## config.mk

```make
export PLATFORM = sky130hd
export DESIGN_NAME = alu_arbiter_ctrl
export DESIGN_NICKNAME = d
export VERILOG_FILES = /design/src/rtl/alu_pkg.sv /design/src/rtl/ALU_4bit.sv /design/src/rtl/alu_arbiter_ctrl.sv
export SDC_FILE = /design/constraint.sdc
export NUM_CORES = 1
export LEC_CHECK = 0
export CORE_ASPECT_RATIO = 0.6
export CORE_MARGIN = 2
export CORE_UTILIZATION = 40
export DETAILED_ROUTE_END_ITERATION = 12
export HOLD_SLACK_MARGIN = 0.08
export PLACE_DENSITY = 0.67
export SYNTH_ARGS = -nofsm -noshare
export SYNTH_HDL_FRONTEND = slang
export SYNTH_SLANG_ARGS = --single-unit
```

## constraint.sdc

```tcl
create_clock -name clk -period 2.55 [get_ports clk]
set_input_delay 0.51 -clock clk [delete_from_list [all_inputs] [get_ports clk]]
set_output_delay 0.51 -clock clk [all_outputs]
set_load 0.005 [all_outputs]
```

## src/rtl/alu_pkg.sv

```systemverilog
// Shared opcode constants, FSM state type and latched-operation record.
package alu_pkg;

  localparam logic [2:0] OP_ADD  = 3'd0;
  localparam logic [2:0] OP_SUB  = 3'd1;
  localparam logic [2:0] OP_AND  = 3'd2;
  localparam logic [2:0] OP_OR   = 3'd3;
  localparam logic [2:0] OP_XOR  = 3'd4;
  localparam logic [2:0] OP_NOTA = 3'd5;
  localparam logic [2:0] OP_NAND = 3'd6;
  localparam logic [2:0] OP_NOR  = 3'd7;

  typedef enum logic [1:0] {
    ST_IDLE = 2'd0,
    ST_EXEC = 2'd1,
    ST_RESP = 2'd2
  } state_t;

  typedef struct packed {
    logic       owner;
    logic [2:0] op;
    logic [3:0] a;
    logic [3:0] b;
  } op_t;

endpackage

```

## src/rtl/ALU_4bit.sv

```systemverilog
// Purpose: 4-bit combinational ALU with zero and carry/borrow flags.
// Latency: combinational, zero cycles.
// Backpressure: none, pure function of its inputs.
module ALU_4bit
  import alu_pkg::*;
(
  input  logic [3:0] a,
  input  logic [3:0] b,
  input  logic [2:0] op,
  output logic [3:0] result,
  output logic       zero,
  output logic       carry
);

  logic [4:0] sum5;
  logic [4:0] dif5;

  assign sum5 = {1'b0, a} + {1'b0, b};
  // Bit 4 of the 5-bit difference is set exactly when a < b, i.e. the borrow.
  assign dif5 = {1'b0, a} - {1'b0, b};

  always_comb begin
    result = 4'd0;
    carry  = 1'b0;
    case (op)
      OP_ADD:  {carry, result} = sum5;
      OP_SUB:  {carry, result} = dif5;
      OP_AND:  result = a & b;
      OP_OR:   result = a | b;
      OP_XOR:  result = a ^ b;
      OP_NOTA: result = ~a;
      OP_NAND: result = ~(a & b);
      OP_NOR:  result = ~(a | b);
      default: result = 4'd0;
    endcase
  end

  assign zero = (result == 4'd0);

endmodule

```

## src/rtl/alu_arbiter_ctrl.sv

```systemverilog
// Purpose: round-robin arbitration of two requesters onto one shared ALU.
// Latency: accept in cycle N, registered result valid in cycle N+2.
// Backpressure: result held in RESP until the owner's rsp_ready; no new accepts meanwhile.
module alu_arbiter_ctrl
  import alu_pkg::*;
#(
  parameter int NREQ = 2
) (
  input  logic                clk,
  input  logic                rst_n,
  input  logic [NREQ-1:0]     req_valid,
  output logic [NREQ-1:0]     req_ready,
  input  logic [4*NREQ-1:0]   req_a,
  input  logic [4*NREQ-1:0]   req_b,
  input  logic [3*NREQ-1:0]   req_op,
  output logic [NREQ-1:0]     rsp_valid,
  input  logic [NREQ-1:0]     rsp_ready,
  output logic [3:0]          rsp_result,
  output logic                rsp_zero,
  output logic                rsp_carry,
  output logic                busy,
  output logic [7:0]          ops_done
);

  state_t     state, state_nxt;
  op_t        cur;
  logic       last;
  logic       grant;
  logic       hs;
  logic       rsp_done;
  logic [3:0] alu_result;
  logic       alu_zero;
  logic       alu_carry;

  // On a tie the requester not served last wins; otherwise the sole requester.
  always_comb begin
    if (req_valid[0] && req_valid[1]) grant = ~last;
    else                              grant = ~req_valid[0];
  end

  always_comb begin
    req_ready = '0;
    if (state == ST_IDLE && req_valid[grant]) req_ready[grant] = 1'b1;
  end

  always_comb begin
    rsp_valid = '0;
    if (state == ST_RESP) rsp_valid[cur.owner] = 1'b1;
  end

  assign hs       = |(req_valid & req_ready);
  assign rsp_done = (state == ST_RESP) && rsp_ready[cur.owner];
  assign busy     = (state != ST_IDLE);

  always_comb begin
    state_nxt = state;
    case (state)
      ST_IDLE: if (hs) state_nxt = ST_EXEC;
      ST_EXEC: state_nxt = ST_RESP;
      ST_RESP: if (rsp_done) state_nxt = ST_IDLE;
      default: state_nxt = ST_IDLE;
    endcase
  end

  ALU_4bit u_alu (
    .a      (cur.a),
    .b      (cur.b),
    .op     (cur.op),
    .result (alu_result),
    .zero   (alu_zero),
    .carry  (alu_carry)
  );

  always_ff @(posedge clk or negedge rst_n) begin
    if (!rst_n) begin
      state      <= ST_IDLE;
      cur        <= '0;
      last       <= 1'b1;
      ops_done   <= 8'd0;
      rsp_result <= 4'd0;
      rsp_zero   <= 1'b0;
      rsp_carry  <= 1'b0;
    end else begin
      state <= state_nxt;
      if (hs) begin
        cur.owner <= grant;
        cur.a     <= req_a[4*int'(grant) +: 4];
        cur.b     <= req_b[4*int'(grant) +: 4];
        cur.op    <= req_op[3*int'(grant) +: 3];
      end
      if (state == ST_EXEC) begin
        rsp_result <= alu_result;
        rsp_zero   <= alu_zero;
        rsp_carry  <= alu_carry;
      end
      // ops_done wraps naturally at 8 bits.
      if (rsp_done) begin
        last     <= cur.owner;
        ops_done <= ops_done + 8'd1;
      end
    end
  end

endmodule

```

# After elaboration in Yosys (flattened, before gate mapping)
# Cells that the tools add are included.
dict set report totals {
  ff_bits 29
  inputBits 28
  out_inout_bits 19
  elab_cells 68
}
dict set report op_classes {
  n_addsub 3
  n_mul 1
  magnitude_cmp 4
  eq_ne 11
  n_shift 3
  muxes 16
  bitwise 9
  reduce_logical 11
}
# operator count
set ops {}
lappend ops {{4-bit one-hot mux with 8 select lines} 1}
lappend ops {{8-bit by 4-bit indexed part select with 4-bit output} 2}
lappend ops {{3-bit equality test, second input constant} 4}
lappend ops {{4-bit inverter} 3}
lappend ops {{8-bit by 1-bit adder with 8-bit output, second input constant} 1}
lappend ops {{2-bit two-way mux} 4}
lappend ops {{1-bit two-way mux} 7}
lappend ops {{3-bit by 2-bit equality test with 1-bit output, second input constant} 2}
lappend ops {{2-bit one-hot mux with 3 select lines} 1}
lappend ops {{6-bit by 4-bit indexed part select with 3-bit output} 1}
lappend ops {{4-bit by 4-bit adder with 5-bit output} 1}
lappend ops {{1-bit logical AND} 5}
lappend ops {{4-bit by 4-bit subtractor with 5-bit output} 1}
lappend ops {{4-bit bitwise AND} 1}
lappend ops {{4-bit zero test} 1}
lappend ops {{1-bit by 2-bit less-than comparator with 1-bit output, second input constant} 2}
lappend ops {{2-bit != test, second input constant} 2}
lappend ops {{4-bit bitwise OR} 1}
lappend ops {{4-bit bitwise XOR} 1}
lappend ops {{3-bit by 1-bit equality test with 1-bit output, second input constant} 1}
lappend ops {{3-bit zero test} 1}
lappend ops {{2-bit by 1-bit multiplier with 3-bit output, first input constant} 1}
lappend ops {{2-bit bitwise AND} 1}
lappend ops {{1-bit demux with 1-bit select} 2}
lappend ops {{other kinds (9)} 11}

# Logic depth before layout (Yosys ltp)
dict set report logic_depth {
  depth_word 11
  mapped_depth 9
  depth_no_buf 9
}

# Cells and area by module
# From an unflattened synthesis, not the netlist that was laid out.
dict set report hier_totals {
  cells_unflattened 214
  hier_area_um2 2035.7
}
# module n_inst cells_each area_per_inst_um2 seq_area_each_um2
set by_module_without_submodules {}
lappend by_module_without_submodules {alu_arbiter_ctrl 1 129 1396.3 726.9}
lappend by_module_without_submodules {ALU_4bit 1 85 639.4 0.0}

# Least setup slack after synthesis
# Ideal clock, no wire load.
dict set report synth_path {
  path_type {register -> register}
  startpoint {reg cur[0] (netlist name)}
  endpoint {reg rsp_zero}
  setup_time_ns 0.104
  arrival_time_ns 1.923
  required_time_ns 2.446
  setup_slack_ns 0.524
  path_stages_with_launch 8
  n_path_buf 0
  period_less_slack_ns 2.026
  cell_sequence {dfrtp_1 > ha_1 > fa_1 > xor2_1 > a2bb2oi_1 > o221a_2 > o311ai_1 > o41ai_2}
}
dict set report synth_between {
  elab_chain_cells 4
  elab_cells_between_ends 9
  cone_classes {add/sub (2); mux (1); bitwise (5); reduce/logical (1)}
}
# item line_no
set synth_rtl {}
lappend synth_rtl {{parallel branches: the longest is 2 deep, another holds 4-bit by 4-bit subtractor with 5-bit output} --}
lappend synth_rtl {{4-bit one-hot mux with 8 select lines (*)} ALU_4bit.sv:25} ;# case (op)
lappend synth_rtl {{4-bit zero test (*)} ALU_4bit.sv:38} ;# assign zero = (result == 4'd0);
lappend synth_rtl {{to (signal assigned)} alu_arbiter_ctrl.sv:93} ;# rsp_zero <= alu_zero;
lappend synth_rtl {{to (decl)} alu_arbiter_ctrl.sv:19} ;# output logic rsp_zero,
# Mark *: on every way between the ends.
# A chain may end at the register's enable or synchronous reset.

# Final worst setup path
dict set report layout_path {
  startpoint {in req_valid[1]}
  endpoint {out req_ready[1]}
}
dict set report layout_between {
  elab_chain_cells 7
  elab_cells_between_ends 11
  cone_classes {order compare (2); mux (6); reduce/logical (3)}
}
# item line_no
set layout_rtl {}
lappend layout_rtl {{from (decl)} alu_arbiter_ctrl.sv:11} ;# input logic [NREQ-1:0] req_valid,
lappend layout_rtl {{1-bit logical AND} alu_arbiter_ctrl.sv:37} ;# if (req_valid[0] && req_valid[1]) grant = ~last;
lappend layout_rtl {{1-bit two-way mux} alu_arbiter_ctrl.sv:37}
lappend layout_rtl {{1-bit by 2-bit less-than comparator with 1-bit output (not written as such) or 1-bit greater-or-equal comparator (tied branches)} alu_arbiter_ctrl.sv:43} ;# if (state == ST_IDLE && req_valid[grant]) req_ready[grant] = 1'b1;
lappend layout_rtl {{1-bit logical AND (not written as such)} alu_arbiter_ctrl.sv:43}
lappend layout_rtl {{1-bit two-way mux (not written as such)} alu_arbiter_ctrl.sv:43}
lappend layout_rtl {{1-bit demux with 1-bit select} alu_arbiter_ctrl.sv:43}
lappend layout_rtl {{2-bit two-way mux (*)} alu_arbiter_ctrl.sv:43}
lappend layout_rtl {{to (decl)} alu_arbiter_ctrl.sv:12} ;# output logic [NREQ-1:0] req_ready,
# Mark *: on every way between the ends. The rest lies on a longest branch, timed or not. The select of a mux whose other input is x is not followed.

==> metrics <==
FP Rows=19; max-cap viol count=0; DRC=0; most frequent cell after synthesis=dfrtp_1; Avg Cell Area, Syn=roughly 9.5 sq um; layout cells sized above 1=0.0870; Seq/Total Area, Yosys=0.371; Total GRT Usage=0.175; GPL Wtd Cong=between 0.8 and 0.9; Post-Syn Nets=249; crit end category=primary output; vias in the first global route=roughly 1500; crit path kind=in2out; Die Area=around 0.0055 sq mm; Hold WC Path Type=reg2reg; Post-CTS Resized=0; remaining global-route overflow=0; Synth area leaders=dfrtp_1, ha_1, mux2i_1, nor2_1, xnor2_1; Fin Setup TNS=0 ns; DP Cell Count=308; Arrival @ worst endpoint=~1.8 ns; total number of vias=1601; clk_lat worst skew=between 0.2 and 0.3 ns; Fin. Hold Viols=0; Tmin final=2.31 ns; Slew Viols, Final=0; Critical Path RT=between 2 and 2.5 ns; clk sinks=29; 1st-iter DRT viols=81; antenna viol nets, final=0; post-DP HPWL=about 3400 um; static leakage=1.16 nW; worst rel slew slack=0.594; port bufs=46; placed cell area=approximately 0.0025 sq mm; startpoint types=primary input; Yosys top cell by area=dfrtp_1; H-tree levels=2; peak fanout along the critical path=2; Fmax=around 430 MHz; Final nets=295; Final Cycle Share=0.907; cts hold-fix bufs=0; skew final=about 0.0045 ns; Post-Syn Instances=206; Synth Warn #=0; CTS max path bufs=2; postcts setup bufs=0; Initial Util=0.422; Unique masters post-synth=49; TritonCTS buffer count=5; initial antenna violation count=0; Die Wd=94.3 um; worst vdd ir=485 uV; area grow syn2layout=31.5%; unrepaired setup endpoints after global routing=false; final instance area=roughly 0.0026 sq mm; cell mode on critical path=clkdlybuf4s50_1; WP buf/inv=3; CORE AREA=between 0.004 and 0.005 sq mm; worst-path cell chain=clkdlybuf4s50_1 -> inv_1 -> a211oi_1 -> clkdlybuf4s50_1; Die Ht=a little under 60 um; via/cell ratio=about 5; slowest CP cell=clkdlybuf4s50_1; PD cells=roughly 1200 mW/mm^2; Util after Layout=0.555; fillers=429; IO Count=47; Crit path max-delay family=buffers and inverters; Main synth FF type=dfrtp_1; synthesized flop and latch total=29; Mapped Area=around 0.002 sq mm; per-cell routed wire length=13.7 um; first-pass GRT wire length=a little over 7000 um; pin count of the biggest net entering global routing=30; drt first pass iters=4; Final Setup Violations=0; status=finished, final reports clean; final wirelength=about 4300 um; slowest stage delay, CP=roughly 0.55 ns; CTS tree=built; Post-synth top cells=dfrtp_1, nor2_1, a21oi_1, inv_1, ha_1; CTS root buffer=clkbuf_8; Least-Margin Pin Slew=between 0.6 and 0.7 ns; antenna fix cells=0; number of synthesized flops with an enable pin=0; Synth top area share=0.358; final std cells w/o fill=approximately 320; Async SR Flop Fraction=1.00; WHS=between 0.4 and 0.5 ns; Reg clk slew, reported paths=~0.060 ns
## registers in the layout, summed over array words and instances, names as in the netlist
| name | flops |
|---|---|
| rsp_carry | 1 |
| cur | 12 |
| rsp_zero | 1 |
| state | 2 |
| rsp_result | 4 |
| ops_done | 8 |
| last | 1 |
## path summary, 6_finish.rpt
| path | startpoint | slack (ns) | endpoint | cells past startpoint |
|---|---|---|---|---|
| min in group asynchronous | rst_n | 0.61 | rsp_carry | 2 |
| max reg2reg | cur[0] | 0.34 | rsp_zero | 7 |
| max | req_valid[1] | 0.24 | req_ready[1] | 4 |
| min | ops_done[7] | 0.48 | ops_done[7] | 1 |
| max in group asynchronous | rst_n | 1.62 | last | 2 |
| min reg2reg | ops_done[7] | 0.48 | ops_done[7] | 1 |
## logic make-up (layout without fill, tap and decap cells)
group / count (synthesis) / count (layout) / synth area share
multiplexers: 14 / 14 / 0.0793
adder cells (fa/ha/maj): 15 / 15 / 0.104
flip-flops: 29 / 29 / 0.371
AO/OA/AOI/OAI: 49 / 49 / 0.176
XOR/XNOR: 11 / 11 / 0.0492
buffers and inverters: 25 / 72 / 0.0620
AND/OR/NAND/NOR: 63 / 63 / 0.159
## placed cells by master (no fill, tap or decap), types with 2 or more instances in the layout
master	count
a21boi_0	2
nor2b_1	3
nor2_1	24
nand3_1	4
a22o_1	2
inv_1	14
mux2_2	2
clkbuf_8	6
o21ai_0	6
o21ai_1	2
buf_4	4
a211oi_1	3
and2_1	2
fa_1	2
o31a_1	2
nand2b_1	3
clkdlybuf4s50_1	46
nand2_1	12
mux2i_1	11
o221a_2	2
dfrtp_1	28
and3_1	3
xnor2_1	10
a21oi_1	17
a21o_1	4
ha_1	13
nand4_1	3
## per-stage QoR
step	setup WS, ns	power (mW)
final	0.238	3.20
after floorplan	0.524	2.17
after global placement	0.250	2.67
after global routing	0.157	3.48
after detailed placement	0.236	2.69
after CTS	0.220	3.21
## worst reg2reg max path, cell delays in order, from the launching register on
cell and delay [ns]:
dfrtp_1 0.41, ha_1 0.25, fa_1 0.41, xor2_1 0.18, a2bb2oi_1 0.15, o221a_2 0.21
o311ai_1 0.15, o41ai_2 0.35
## layer usage
layer / GRT usage / vias up / wire length, um
li1: - / 808 / -
met5: 0 / - / 0
met2: 0.214 / 49 / 1590
met4: 0.0518 / 0 / 47
met1: 0.283 / 739 / 2410
met3: 0.0533 / 5 / 273
## power by group
part / switching, mW / internal [mW]
registers: 0.303 / 0.662
clock network: 0.169 / 0.318
logic: 0.852 / 0.895
## cell type report
cell class,instances,area [sq um],share of cell area
multi-input combinational,152,1110,0.431
sequential,29,727,0.282
timing repair buffer,50,490,0.191
clock buffer,7,86.3,0.0335
tap,63,78.8,0.0306
inverter,14,52.6,0.0204
clock inverter,1,30.0,0.0117
Note: power is estimated with default switching activity, not from simulation.
